## src/rtl/player_anim_ctrl_pkg.sv

```systemverilog
// Shared definitions for the player sprite animation controller:
// state encoding, button bit positions and frame-map base offsets.
package player_anim_ctrl_pkg;

    typedef enum logic [1:0] {
        ANIM_IDLE  = 2'd0,
        ANIM_WALK  = 2'd1,
        ANIM_PUNCH = 2'd2,
        ANIM_KICK  = 2'd3
    } anim_state_t;

    localparam int unsigned BTN_LEFT  = 1;
    localparam int unsigned BTN_RIGHT = 2;
    localparam int unsigned BTN_PUNCH = 3;
    localparam int unsigned BTN_KICK  = 4;

    localparam int unsigned STAND_FRAME = 0;

    function automatic int unsigned walk_base();
        return STAND_FRAME + 1;
    endfunction

    function automatic int unsigned punch_base(input int unsigned walk_frames);
        return walk_base() + walk_frames;
    endfunction

    function automatic int unsigned kick_base(input int unsigned walk_frames,
                                              input int unsigned punch_frames);
        return punch_base(walk_frames) + punch_frames;
    endfunction

endpackage

```

## src/rtl/anim_tick_gen.sv

```systemverilog
// Frame-rate tick generator: counts 0..FRAME_TICKS-1 and flags the last count.
// A synchronous clear restarts the frame period from zero.
module anim_tick_gen #(
    parameter int unsigned FRAME_TICKS = 15_000_000
) (
    input  logic clk,
    input  logic rst,
    input  logic clear,
    output logic tick
);

    localparam int unsigned CNT_W = (FRAME_TICKS > 1) ? $clog2(FRAME_TICKS) : 1;
    localparam logic [CNT_W-1:0] LAST = CNT_W'(FRAME_TICKS - 1);

    logic [CNT_W-1:0] cnt;

    assign tick = (cnt == LAST);

    always_ff @(posedge clk or posedge rst) begin
        if (rst)
            cnt <= '0;
        else if (clear || tick)
            cnt <= '0;
        else
            cnt <= cnt + CNT_W'(1);
    end

endmodule

```

## src/rtl/player_anim_ctrl.sv

```systemverilog
// Player sprite animation controller: selects idle/walk/punch/kick frames
// from button inputs and forwards the matching frame ROM pixel.
module player_anim_ctrl
    import player_anim_ctrl_pkg::*;
#(
    parameter int unsigned FRAME_TICKS  = 15_000_000,
    parameter int unsigned WALK_FRAMES  = 2,
    parameter int unsigned PUNCH_FRAMES = 3,
    parameter int unsigned KICK_FRAMES  = 3,
    parameter int unsigned PIX_W        = 12,
    localparam int unsigned NUM_FRAMES  = 1 + WALK_FRAMES + PUNCH_FRAMES + KICK_FRAMES,
    localparam int unsigned FID_W       = $clog2(NUM_FRAMES)
) (
    input  logic                        clk,
    input  logic                        rst,
    input  logic [6:0]                  player_inputs,
    input  logic [NUM_FRAMES*PIX_W-1:0] frame_pixels,
    output logic [PIX_W-1:0]            pixel_data,
    output logic [FID_W-1:0]            frame_id,
    output logic [1:0]                  anim_state,
    output logic                        attack_active,
    output logic                        anim_done
);

    localparam int unsigned IDX_W      = 3;
    localparam int unsigned WALK_BASE  = walk_base();
    localparam int unsigned PUNCH_BASE = punch_base(WALK_FRAMES);
    localparam int unsigned KICK_BASE  = kick_base(WALK_FRAMES, PUNCH_FRAMES);
    localparam logic [IDX_W-1:0] WALK_LAST  = IDX_W'(WALK_FRAMES - 1);
    localparam logic [IDX_W-1:0] PUNCH_LAST = IDX_W'(PUNCH_FRAMES - 1);
    localparam logic [IDX_W-1:0] KICK_LAST  = IDX_W'(KICK_FRAMES - 1);

    anim_state_t       state_q, state_d;
    logic [IDX_W-1:0]  walk_q, walk_d, atk_q, atk_d;
    logic [FID_W-1:0]  frame_id_q, fid_d;
    logic [PIX_W-1:0]  pixel_q, pix_sel;
    logic              attack_q, done_q, done_d;
    logic              prev_punch, prev_kick, rst_q;
    logic              tick, clear;
    logic              walk_req, punch_edge, kick_edge;
    logic              unused_btns;

    assign unused_btns = ^{player_inputs[6:5], player_inputs[0]};

    assign walk_req = player_inputs[BTN_LEFT] ^ player_inputs[BTN_RIGHT];
    // rst_q masks the first cycle after reset so a button held through reset
    // is loaded into the edge register instead of being seen as a new press.
    assign punch_edge = player_inputs[BTN_PUNCH] & ~prev_punch & ~rst_q;
    assign kick_edge  = player_inputs[BTN_KICK]  & ~prev_kick  & ~rst_q;

    anim_tick_gen #(
        .FRAME_TICKS (FRAME_TICKS)
    ) u_tick (
        .clk   (clk),
        .rst   (rst),
        .clear (clear),
        .tick  (tick)
    );

    always_comb begin
        state_d = state_q;
        walk_d  = walk_q;
        atk_d   = atk_q;
        clear   = 1'b0;
        done_d  = 1'b0;
        case (state_q)
            ANIM_IDLE, ANIM_WALK: begin
                if (punch_edge || kick_edge) begin
                    state_d = punch_edge ? ANIM_PUNCH : ANIM_KICK;
                    walk_d  = '0;
                    atk_d   = '0;
                    clear   = 1'b1;
                end else if (walk_req) begin
                    state_d = ANIM_WALK;
                    if (state_q == ANIM_WALK && tick)
                        walk_d = (walk_q == WALK_LAST) ? '0 : walk_q + IDX_W'(1);
                end else begin
                    state_d = ANIM_IDLE;
                    walk_d  = '0;
                end
            end
            default: begin
                if (tick) begin
                    if (atk_q == ((state_q == ANIM_PUNCH) ? PUNCH_LAST : KICK_LAST)) begin
                        state_d = walk_req ? ANIM_WALK : ANIM_IDLE;
                        atk_d   = '0;
                        done_d  = 1'b1;
                    end else begin
                        atk_d = atk_q + IDX_W'(1);
                    end
                end
            end
        endcase
    end

    always_comb begin
        case (state_d)
            ANIM_WALK:  fid_d = FID_W'(WALK_BASE  + 32'(walk_d));
            ANIM_PUNCH: fid_d = FID_W'(PUNCH_BASE + 32'(atk_d));
            ANIM_KICK:  fid_d = FID_W'(KICK_BASE  + 32'(atk_d));
            default:    fid_d = FID_W'(STAND_FRAME);
        endcase
    end

    always_comb begin
        pix_sel = '0;
        for (int unsigned k = 0; k < NUM_FRAMES; k++)
            if (frame_id_q == FID_W'(k))
                pix_sel = frame_pixels[k*PIX_W +: PIX_W];
    end

    always_ff @(posedge clk or posedge rst) begin
        if (rst) begin
            state_q    <= ANIM_IDLE;
            walk_q     <= '0;
            atk_q      <= '0;
            frame_id_q <= '0;
            attack_q   <= 1'b0;
            done_q     <= 1'b0;
            pixel_q    <= '0;
            prev_punch <= 1'b0;
            prev_kick  <= 1'b0;
            rst_q      <= 1'b1;
        end else begin
            state_q    <= state_d;
            walk_q     <= walk_d;
            atk_q      <= atk_d;
            frame_id_q <= fid_d;
            attack_q   <= (state_d == ANIM_PUNCH) || (state_d == ANIM_KICK);
            done_q     <= done_d;
            pixel_q    <= pix_sel;
            prev_punch <= player_inputs[BTN_PUNCH];
            prev_kick  <= player_inputs[BTN_KICK];
            rst_q      <= 1'b0;
        end
    end

    assign pixel_data    = pixel_q;
    assign frame_id      = frame_id_q;
    assign anim_state    = state_q;
    assign attack_active = attack_q;
    assign anim_done     = done_q;

endmodule
```

## config.mk

```make
export PLATFORM = sky130hd
export DESIGN_NAME = player_anim_ctrl
export DESIGN_NICKNAME = d
export VERILOG_FILES = /design/src/rtl/player_anim_ctrl_pkg.sv /design/src/rtl/anim_tick_gen.sv /design/src/rtl/player_anim_ctrl.sv
export SDC_FILE = /design/constraint.sdc
export NUM_CORES = 1
export LEC_CHECK = 0
export BUFFER_PORTS_ARGS = -buffer_cell sky130_fd_sc_hd__buf_2
export CORE_ASPECT_RATIO = 1.25
export CORE_UTILIZATION = 25
export CTS_CLUSTER_SIZE = 20
export DETAILED_ROUTE_END_ITERATION = 16
export PLACE_DENSITY = 0.46
export SLEW_MARGIN = 20
export SYNTH_ARGS = -nofsm -noshare
export SYNTH_HDL_FRONTEND = slang
export SYNTH_SLANG_ARGS = --single-unit
```

## constraint.sdc

```tcl
create_clock -name clk -period 4.05 [get_ports clk]
set_clock_uncertainty 0.05 [all_clocks]
set_input_delay 0.81 -clock clk [delete_from_list [all_inputs] [get_ports clk]]
set_output_delay 0.81 -clock clk [all_outputs]
set_load 0.01 [all_outputs]
```

==> flow_metrics.env, run 1 <==
export IMPL_p_int_mw=1.42
export IMPL_p_switching_mw=0.741
export IMPL_hold_ws_ns=0.416
export IMPL_rsz0062_at_grt="false"
export IMPL_grt_pass1_vias=3170
export IMPL_dp_cells=608
export IMPL_grt_remaining_overflow=0
export IMPL_drive_gt1_frac=0.400
export IMPL_areaGrowthSynthToFinish_pct=30.5
export IMPL_io_buffers=133
export IMPL_cts_post_setup_buffers_inserted=0
export IMPL_p_leak_nw=2.04
export IMPL_utilization=0.339
export IMPL_io_pins=137
export IMPL_start_util=0.260
export IMPL_start_kind="flop"
export IMPL_cts_clk_slew_worst_paths_ns=0.07
export IMPL_grt_max_degree=32
export IMPL_grt_pass1_wl_mm=16.6
export IMPL_dr_total_vias=2997
export IMPL_hold_viol=0
export IMPL_finalCriticalPeriod_ns=2.96
export IMPL_diodes=0
export IMPL_ys_seq_elements=53
export IMPL_hold_class="reg2reg"
export IMPL_power_mw=2.16
export IMPL_drc=0
export IMPL_ff_latch_area_sq_um=1330
export IMPL_tns_ns=0
export IMPL_seqPwrFrac=0.367
export IMPL_clk_latency_ns=0.29
export IMPL_yosysWarnings=0
export IMPL_netlist_area_leader_share=0.389
export IMPL_n_fill_cell=1390
export IMPL_cts_hold_buffers=0
export IMPL_post_route_period_util=0.731
export IMPL_crit_arrival_ns=3.06
export IMPL_pwr_share_comb=0.383
export IMPL_cts_repair_resized=0
export IMPL_yosysMostFrequentCell="dfrtp_1"
export IMPL_dieHeight_microns=131
export IMPL_powerDensity_nw_per_um2=495
export IMPL_final_cells=616
export IMPL_synth_edff_count=0
export IMPL_htreeDepth=2
export IMPL_cp_required_ns=4.15
export IMPL_crit_path_end_kind="flop"
export IMPL_yosys_top_cells_area="dfrtp_1 39%, mux4_2 8.1%, a22oi_1 5.2%"
export IMPL_status="completed"
export IMPL_clk_path_buf_depth=2
export IMPL_synth_nets=442
export IMPL_multi_input_area_sq_um=1890
export IMPL_clkPwrFrac=0.250
export IMPL_die_w_microns=105
export IMPL_post_synth_top_area_cell="dfrtp_1"
export IMPL_drv_slew=0
export IMPL_numCtsBuffers=5
export IMPL_root_buffer="clkbuf_16"
export IMPL_drt_first_pass_iters=5
export IMPL_pre_cts_ws_ns=1.06
export IMPL_fp_row_count=46
export IMPL_max_freq_mhz=338
export IMPL_synth_common_cells="52 x dfrtp_1, 34 x nor2_1, 23 x a22oi_1"
export IMPL_postSynth_asyncResetShare=1.00
export IMPL_swShare=0.343
export IMPL_synth_ff_type="dfrtp_1"
export IMPL_placed_area_sq_um=4180
export IMPL_gp_congestion=0.884
export IMPL_tightest_slew_ns=0.913
export IMPL_synth_area_sq_um=3350
export IMPL_setup_violations_final=0
export IMPL_via_per_inst=4.87
export IMPL_drv_cap=0
export IMPL_clock_sinks=53
export IMPL_synth_area_per_cell_sq_um=10.5
export IMPL_routed_wl_mm=10.1
export IMPL_wl_per_cell_microns=16.5
export IMPL_antenna_left=0
export IMPL_path_class="reg2reg"
export IMPL_synth_cells=319
export IMPL_dr_first_iter_drc_count=120
export IMPL_cp_max_fo=7
export IMPL_track_usage=0.152
export IMPL_dp_hpwl_mm=8.29
export IMPL_tritoncts="built"
export IMPL_ys_seq_area_frac=0.397
export IMPL_antenna_found_initial=0
export IMPL_fin_ws_ns=1.09
export IMPL_synth_cell_type_count=68
export IMPL_coreArea_sq_um=12900
export IMPL_relSlewSlack=0.389
export IMPL_nNetsFinal=570
export IMPL_dieArea_sq_um=13900
export IMPL_max_vdd_ir_drop_mv=0.217
export IMPL_design_area_sq_um=4370
## cell usage in the layout, fill, tap and decap left out, drive strengths merged, types with 3 or more instances in the layout
cell type and count:
a21oi 4, and2 3, a211oi 5, and4 3, o21ai 14, buf 137
a22oi 23, nand2 17, clkbuf 5, xor2 15, ha 6, nor4b 3
nand3 16, and3 7, mux4 12, inv 14, nor3 6, mux2i 3
nor4 5, xnor2 10, nor2 34, a31oi 3, a221o 11, dfrtp 52
nand4 7
## final timing paths
check	startpoint	end	slack, ns	cells after the start
worst max-delay path	u_tick.cnt[9]	frame_id[2]	1.09	9
worst min-delay path	u_tick.cnt[0]	u_tick.cnt[0]	0.42	1
worst max register to register	u_tick.cnt[9]	frame_id[2]	1.09	9
worst min register to register	u_tick.cnt[0]	u_tick.cnt[0]	0.42	1
max in group asynchronous	rst	u_tick.cnt[12]	2.63	3
min in group asynchronous	rst	pixel_data[2]	0.56	2
## worst max-delay path, stage by stage, from the launching register on
cell and delay, ns:
dfrtp_1 0.47, nor4b_4 0.39, nand4_4 0.22, nor3_4 0.34
nand3_1 0.15, a2111oi_1 0.53, ha_1 0.25, a211oi_1 0.05
mux2i_1 0.22, o311ai_2 0.14
## power by group through the flow
| stage | clock network [mW] | registers (mW) | logic, mW |
|---|---|---|---|
| 2_1_floorplan | 0 | 0.758 | 0.575 |
| 3_3_place_gp | 0 | 0.802 | 0.820 |
| 3_5_place_dp | 0 | 0.805 | 0.832 |
| 4_1_cts | 0.561 | 0.797 | 0.832 |
| 5_1_grt | 0.573 | 0.825 | 0.904 |
| 6_report | 0.541 | 0.792 | 0.826 |
## logic make-up after synthesis
| logic type | synth area share |
|---|---|
| and+or+nand+nor | 0.202 |
| AOI/OAI and AO/OA | 0.182 |
| DFF | 0.397 |
| buffers and inverters | 0.0404 |
| xor gates and xnor gates | 0.0654 |
| muxes | 0.0897 |
| adders and majority gates | 0.0224 |
| other | 0.00112 |
## state kept, by name (all words and copies together) (netlist names)
| register | cells |
|---|---|
| prev_punch | 1 |
| u_tick.cnt | 24 |
| anim_state | 2 |
| pixel_data | 12 |
| walk_q | 3 |
| rst_q | 1 |
| prev_kick | 1 |
| atk_q | 3 |
| attack_active | 1 |
| anim_done | 1 |
| frame_id | 4 |
## per-layer routing
metal | share of wire | vias up | GRT usage | routed length (microns)
li1 | - | 1455 | - | -
met1 | 0.44 | 1462 | 0.192 | 4460
met2 | 0.51 | 71 | 0.266 | 5200
met3 | 0.035 | 9 | 0.0218 | 350
met4 | 0.013 | 0 | 0.0432 | 131
met5 | 0 | - | 0 | 0
## area by class of cell
class,instances,area share
Clock buffer,5,0.0287
Multi-Input combinational cell,236,0.433
Clock inverter,3,0.0149
Tap cell,168,0.0481
Timing Repair Buffer,137,0.159
Inverter,14,0.0120
Sequential cell,53,0.304
Power figures use the tool's default switching activity.
==> inputs of run 2 (changes only) <==
--- a/config.mk
+++ b/config.mk
@@ -10,7 +10,7 @@
 export CORE_UTILIZATION = 25
 export CTS_CLUSTER_SIZE = 20
 export DETAILED_ROUTE_END_ITERATION = 16
-export PLACE_DENSITY = 0.46
+export PLACE_DENSITY = 0.48
 export SLEW_MARGIN = 20
 export SYNTH_ARGS = -nofsm -noshare
 export SYNTH_HDL_FRONTEND = slang
==> constraint.sdc (replaced) <==
create_clock -name clk -period 2.5 [get_ports clk]
set_clock_uncertainty 0.05 [all_clocks]
set_input_delay 0.5 -clock clk [delete_from_list [all_inputs] [get_ports clk]]
set_output_delay 0.5 -clock clk [all_outputs]
set_load 0.01 [all_outputs]
==> run 2 against run 1 <==
The flow now finishes with violations (setup timing). Critical path depth did not move. Worst hold slack got worse by 0.23 ns. Largest power group unchanged. Global-route usage rose by 0.34 points. Sequential share of layout area fell by 2.6 points. Register-to-register slack got worse by 1.1 ns. Worst setup slack got worse by 1.1 ns. Count of clock-buffer cells in the layout did not move. Clock power rose by 33%. First-iteration DRC count rose by 18%. Sequential power rose by 48%. Total power rose by 61%.
==> flow_metrics.env, run 2 (same netlist as run 1, synthesis figures left out) <==
export IMPL_violations="setup timing"
export IMPL_cts_clk_slew_worst_paths_ns=0.08
export IMPL_hold_ws_ns=0.190
export IMPL_areaGrowthSynthToFinish_pct=42.7
export IMPL_p_leak_nw=2.26
export IMPL_cp_required_ns=2.61
export IMPL_coreArea_sq_um=12900
export IMPL_slowest_delay_ns=0.41
export IMPL_via_per_inst=4.88
export IMPL_gp_congestion=0.921
export IMPL_grt_pass1_wl_mm=17.0
export IMPL_top_register="u_tick.cnt"
export IMPL_tns_ns=-0.0507
export IMPL_worstPathCellList="nand4bb_1, or2_4, nor3_4, nand3_4, a2111oi_4, ha_2, a211oi_2, mux2i_2, o311ai_2"
export IMPL_rsz0062_at_grt="true"
export IMPL_status="finished, violations left"
export IMPL_nNetsFinal=614
export IMPL_powerDensity_nw_per_um2=728
export IMPL_slowest_stage="dfrtp_1"
export IMPL_clock_sinks=53
export IMPL_routed_wl_mm=10.6
export IMPL_antenna_found_initial=0
export IMPL_clk_path_buf_depth=2
export IMPL_path_depth=9
export IMPL_max_freq_mhz=393
export IMPL_clk_latency_ns=0.30
export IMPL_p_switching_mw=1.26
export IMPL_tightest_slew_ns=0.901
export IMPL_drv_slew=0
export IMPL_dr_first_iter_drc_count=142
export IMPL_clkPwrFrac=0.207
export IMPL_dr_total_vias=3222
export IMPL_grt_remaining_overflow=0
export IMPL_largest_register_ffs=24
export IMPL_cp_max_fo=3
export IMPL_crit_path_end_kind="flop"
export IMPL_post_route_period_util=1.02
export IMPL_grt_max_degree=54
export IMPL_path_class="reg2reg"
export IMPL_tritoncts="built"
export IMPL_die_w_microns=105
export IMPL_drt_first_pass_iters=5
export IMPL_htreeDepth=2
export IMPL_path_delay_family="simple AND/OR/NAND/NOR gates"
export IMPL_finalCriticalPeriod_ns=2.54
export IMPL_numCtsBuffers=5
export IMPL_setup_violations_final=3
export IMPL_swShare=0.362
export IMPL_track_usage=0.155
export IMPL_reg2reg_depth=9
export IMPL_root_buffer="clkbuf_16"
export IMPL_grt_pass1_vias=3270
export IMPL_dieArea_sq_um=13900
export IMPL_start_kind="flop"
export IMPL_drv_cap=0
export IMPL_dp_hpwl_mm=8.42
export IMPL_hold_viol=0
export IMPL_drc=0
export IMPL_pwr_share_comb=0.455
export IMPL_fp_row_count=46
export IMPL_crit_arrival_ns=2.65
export IMPL_io_buffers=133
export IMPL_utilization=0.370
export IMPL_wl_per_cell_microns=16.0
export IMPL_p_int_mw=2.22
export IMPL_final_cell_mix="133 x buf_2, 52 x dfrtp_1, 45 x buf_4, 33 x nor2_1, 23 x a22oi_1"
export IMPL_seqPwrFrac=0.338
export IMPL_max_vdd_ir_drop_mv=0.386
export IMPL_antenna_left=0
export IMPL_drive_gt1_frac=0.484
export IMPL_dieHeight_microns=131
export IMPL_final_common_cell="buf_2"
export IMPL_hold_class="in2async"
export IMPL_fin_ws_ns=-0.0416
export IMPL_relSlewSlack=0.397
export IMPL_pre_cts_ws_ns=-0.103
export IMPL_critPathBufInv=0
export IMPL_start_util=0.260
export IMPL_io_pins=137
export IMPL_diodes=0
==> run 2: metrics by stage <==
| stage | std cells | area, sq um | power, mW |
|---|---|---|---|
| 3_5_place_dp | 641 | 4450 | 2.76 |
| 3_3_place_gp | 641 | 4450 | 2.74 |
| 2_1_floorplan | 319 | 3350 | 2.16 |
| 5_1_grt | 660 | 4780 | 3.71 |
| 6_report | 660 | 4780 | 3.48 |
| 4_1_cts | 658 | 4730 | 3.50 |
==> run 2: final timing paths <==
kind | from | to | slack [ns]
worst max-delay path | u_tick.cnt[19] | frame_id[2] | -0.04
worst min-delay path | rst | pixel_data[2] | 0.19
worst max register to register | u_tick.cnt[19] | frame_id[2] | -0.04
worst min register to register | u_tick.cnt[0] | u_tick.cnt[0] | 0.40
max in group asynchronous | rst | rst_q | 1.91
min in group clk | player_inputs[3] | prev_punch | 0.27
==> run 2: layout make-up <==
cell class              count  area [sq um]
clock buffers               5           125
clock inverters             3          25.0
fillers                  1328          8120
inverters                  14          52.6
multi-input cells         236          1980
flip-flops and latches     53          1330
well taps                 168           210
repair buffers            181          1050
==> run 2: worst reg2reg max path: cells and delay by family (launching register included) <==
kind / cells / cell delay [ns]
compound gates: 3 / 0.58
mux: 1 / 0.22
flops: 1 / 0.41
fa+ha+maj: 1 / 0.26
simple gates: 4 / 0.89
==> run 2: power groups by stage <==
stage / logic, mW / registers (mW) / clock network, mW
2_1_floorplan: 0.931 / 1.23 / 0
5_1_grt: 1.73 / 1.20 / 0.777
4_1_cts: 1.58 / 1.18 / 0.745
6_report: 1.58 / 1.17 / 0.719
3_5_place_dp: 1.57 / 1.19 / 0
3_3_place_gp: 1.55 / 1.19 / 0
==> run 2: timing repair <==
| action | CTS | global route |
|---|---|---|
| hold buffers | 0 | 0 |
| setup buffers | 9 | 2 |
| setup endpoints to repair | 3 | 5 |
| resized for setup | 13 | 5 |
| gates cloned | 0 | 0 |
| pin swaps | 15 | 13 |
==> run 2: metal layers <==
metal	GRT usage	vias to the layer above	share of wire
met2	0.273	74	0.51
li1	-	1546	-
met3	0.0198	13	0.031
met1	0.200	1589	0.44
met4	0.0394	0	0.015
met5	0	-	0
==> inputs of run 3 (changes only) <==
--- a/config.mk
+++ b/config.mk
@@ -11,6 +11,7 @@
 export CTS_CLUSTER_SIZE = 20
 export DETAILED_ROUTE_END_ITERATION = 16
 export PLACE_DENSITY = 0.48
+export REMOVE_ABC_BUFFERS = 1
 export SLEW_MARGIN = 20
 export SYNTH_ARGS = -nofsm -noshare
 export SYNTH_HDL_FRONTEND = slang
==> run 3 against run 2 <==
The run still ends with setup timing left. Utilization increased by 0.53 points. Die area did not move. Sequential share of layout area down 0.39 points. Global-route usage increased by 0.39 points. Register-to-register slack about the same. Total power increased by 0.99%. Worst hold slack worse by 0.16 ns. Worst setup slack improved by 0.0055 ns. Clock power hardly changed. Count of clock-buffer cells in the layout is the same. Combinational power up 3%. Critical endpoint unchanged. Largest cell class unchanged.
==> flow_metrics.env, run 3 (same netlist as run 1, synthesis figures left out) <==
export IMPL_status="finished, violations left"
export IMPL_violations="setup timing"
export IMPL_top_register="u_tick.cnt"
export IMPL_io_buffers=133
export IMPL_areaGrowthSynthToFinish_pct=44.7
export IMPL_path_class="reg2reg"
export IMPL_power_mw=3.51
export IMPL_grt_remaining_overflow=0
export IMPL_root_buffer="clkbuf_16"
export IMPL_p_leak_nw=2.34
export IMPL_crit_arrival_ns=2.69
export IMPL_antenna_left=0
export IMPL_start_kind="flop"
export IMPL_tightest_slew_ns=0.860
export IMPL_tritoncts="built"
export IMPL_fin_ws_ns=-0.0361
export IMPL_htreeDepth=2
export IMPL_numCtsBuffers=5
export IMPL_post_route_period_util=1.01
export IMPL_rsz0062_at_grt="true"
export IMPL_p_switching_mw=1.26
export IMPL_cts_hold_buffers=0
export IMPL_grt_pass1_wl_mm=17.2
export IMPL_placed_area_sq_um=4500
export IMPL_finalCriticalPeriod_ns=2.54
export IMPL_swShare=0.358
export IMPL_antenna_found_initial=1
export IMPL_track_usage=0.159
export IMPL_pre_cts_ws_ns=-0.181
export IMPL_setup_violations_final=1
export IMPL_clk_latency_ns=0.30
export IMPL_pwr_share_comb=0.466
export IMPL_fp_row_count=46
export IMPL_clkPwrFrac=0.204
export IMPL_wl_per_cell_microns=15.9
export IMPL_die_w_microns=105
export IMPL_crit_path_end_kind="flop"
export IMPL_multi_input_area_sq_um=2010
export IMPL_final_cells=666
export IMPL_drt_first_pass_iters=4
export IMPL_ff_latch_area_sq_um=1330
export IMPL_clk_path_buf_depth=2
export IMPL_reg2reg_depth=10
export IMPL_dieArea_sq_um=13900
export IMPL_cts_clk_slew_worst_paths_ns=0.07
export IMPL_drive_gt1_frac=0.485
export IMPL_dr_total_vias=3235
export IMPL_drc=0
export IMPL_drv_slew=0
export IMPL_max_freq_mhz=394
export IMPL_cp_max_fo=5
export IMPL_drv_cap=0
export IMPL_powerDensity_nw_per_um2=724
export IMPL_final_common_cell="buf_2"
export IMPL_cp_required_ns=2.65
export IMPL_dr_first_iter_drc_count=113
export IMPL_dp_hpwl_mm=8.57
export IMPL_grt_pass1_vias=3482
export IMPL_p_int_mw=2.25
export IMPL_clock_sinks=53
export IMPL_max_vdd_ir_drop_mv=0.389
export IMPL_dp_cells=650
export IMPL_coreArea_sq_um=12900
export IMPL_start_util=0.260
export IMPL_design_area_sq_um=4840
export IMPL_dieHeight_microns=131
export IMPL_hold_class="in2async"
export IMPL_hold_viol=0
export IMPL_via_per_inst=4.86
export IMPL_grt_max_degree=48
export IMPL_seqPwrFrac=0.330
export IMPL_gp_congestion=0.820
export IMPL_n_fill_cell=1356
export IMPL_routed_wl_mm=10.6
export IMPL_relSlewSlack=0.424
export IMPL_io_pins=137
export IMPL_nNetsFinal=619
export IMPL_largest_register_ffs=24
export IMPL_final_cell_mix="133 x buf_2, 52 x dfrtp_1, 49 x buf_4, 34 x nor2_1, 23 x a22oi_1"
==> run 3: layout make-up <==
cell class                      instances  share of cell area
Multi-Input combinational cell        236               0.416
Sequential cell                        53               0.274
Timing Repair Buffer                  186               0.224
Tap cell                              168              0.0434
Clock buffer                            5              0.0258
Inverter                               14              0.0108
Clock inverter                          3             0.00517
Antenna cell                            1            0.000517
==> run 3: layer usage <==
layer | share of wire | vias to the layer above | wire length, microns | GRT usage
met1 | 0.37 | 1539 | 3900 | 0.164
met4 | 0.027 | 0 | 291 | 0.0648
met3 | 0.058 | 13 | 613 | 0.0303
met5 | 0 | - | 0 | 0
li1 | - | 1557 | - | -
met2 | 0.55 | 126 | 5820 | 0.307
==> run 3: worst paths after layout <==
check | start | slack [ns] | end
setup / recovery | u_tick.cnt[20] | -0.04 | frame_id[2]
hold / removal | rst | 0.03 | pixel_data[4]
setup reg to reg | u_tick.cnt[20] | -0.04 | frame_id[2]
hold reg to reg | u_tick.cnt[0] | 0.47 | u_tick.cnt[0]
max in group asynchronous | rst | 1.82 | rst_q
min in group clk | player_inputs[4] | 0.27 | prev_kick
==> run 3: power groups by stage <==
stage / Combinational (mW) / Sequential (mW) / Clock, mW
floorplan: 0.815 / 1.30 / 0
global placement: 1.58 / 1.17 / 0
detailed placement: 1.61 / 1.16 / 0
CTS: 1.63 / 1.15 / 0.747
global route: 1.80 / 1.18 / 0.782
finish: 1.63 / 1.16 / 0.718
==> run 3: stage by stage <==
step | hold slack (ns) | util | TNS, ns
after floorplan | 0.374 | - | -0.220
after global placement | 0.350 | 0.349 | -0.348
after detailed placement | 0.351 | 0.349 | -0.424
after CTS | 0.0245 | 0.370 | 0
after global routing | 0.0406 | 0.376 | -0.324
final | 0.0304 | 0.376 | -0.0361
==> run 3: critical path, cell delays in order, from the launching register on <==
cell and delay, ns:
dfrtp_1 0.39, nand4bb_4 0.24, or2_4 0.26, buf_4 0.17, o41ai_4 0.32, a21oi_2 0.10
a41oi_2 0.18, buf_4 0.17, ha_2 0.20, xor2_2 0.08, o311ai_2 0.27
==> run 3: repair_timing <==
| action | 4_1_cts | 5_1_grt |
|---|---|---|
| cloned | 0 | 0 |
| setup buffers | 7 | 1 |
| pin swaps | 10 | 2 |
| endpoints found under the setup margin | 3 | 3 |
| gates resized for setup | 13 | 8 |
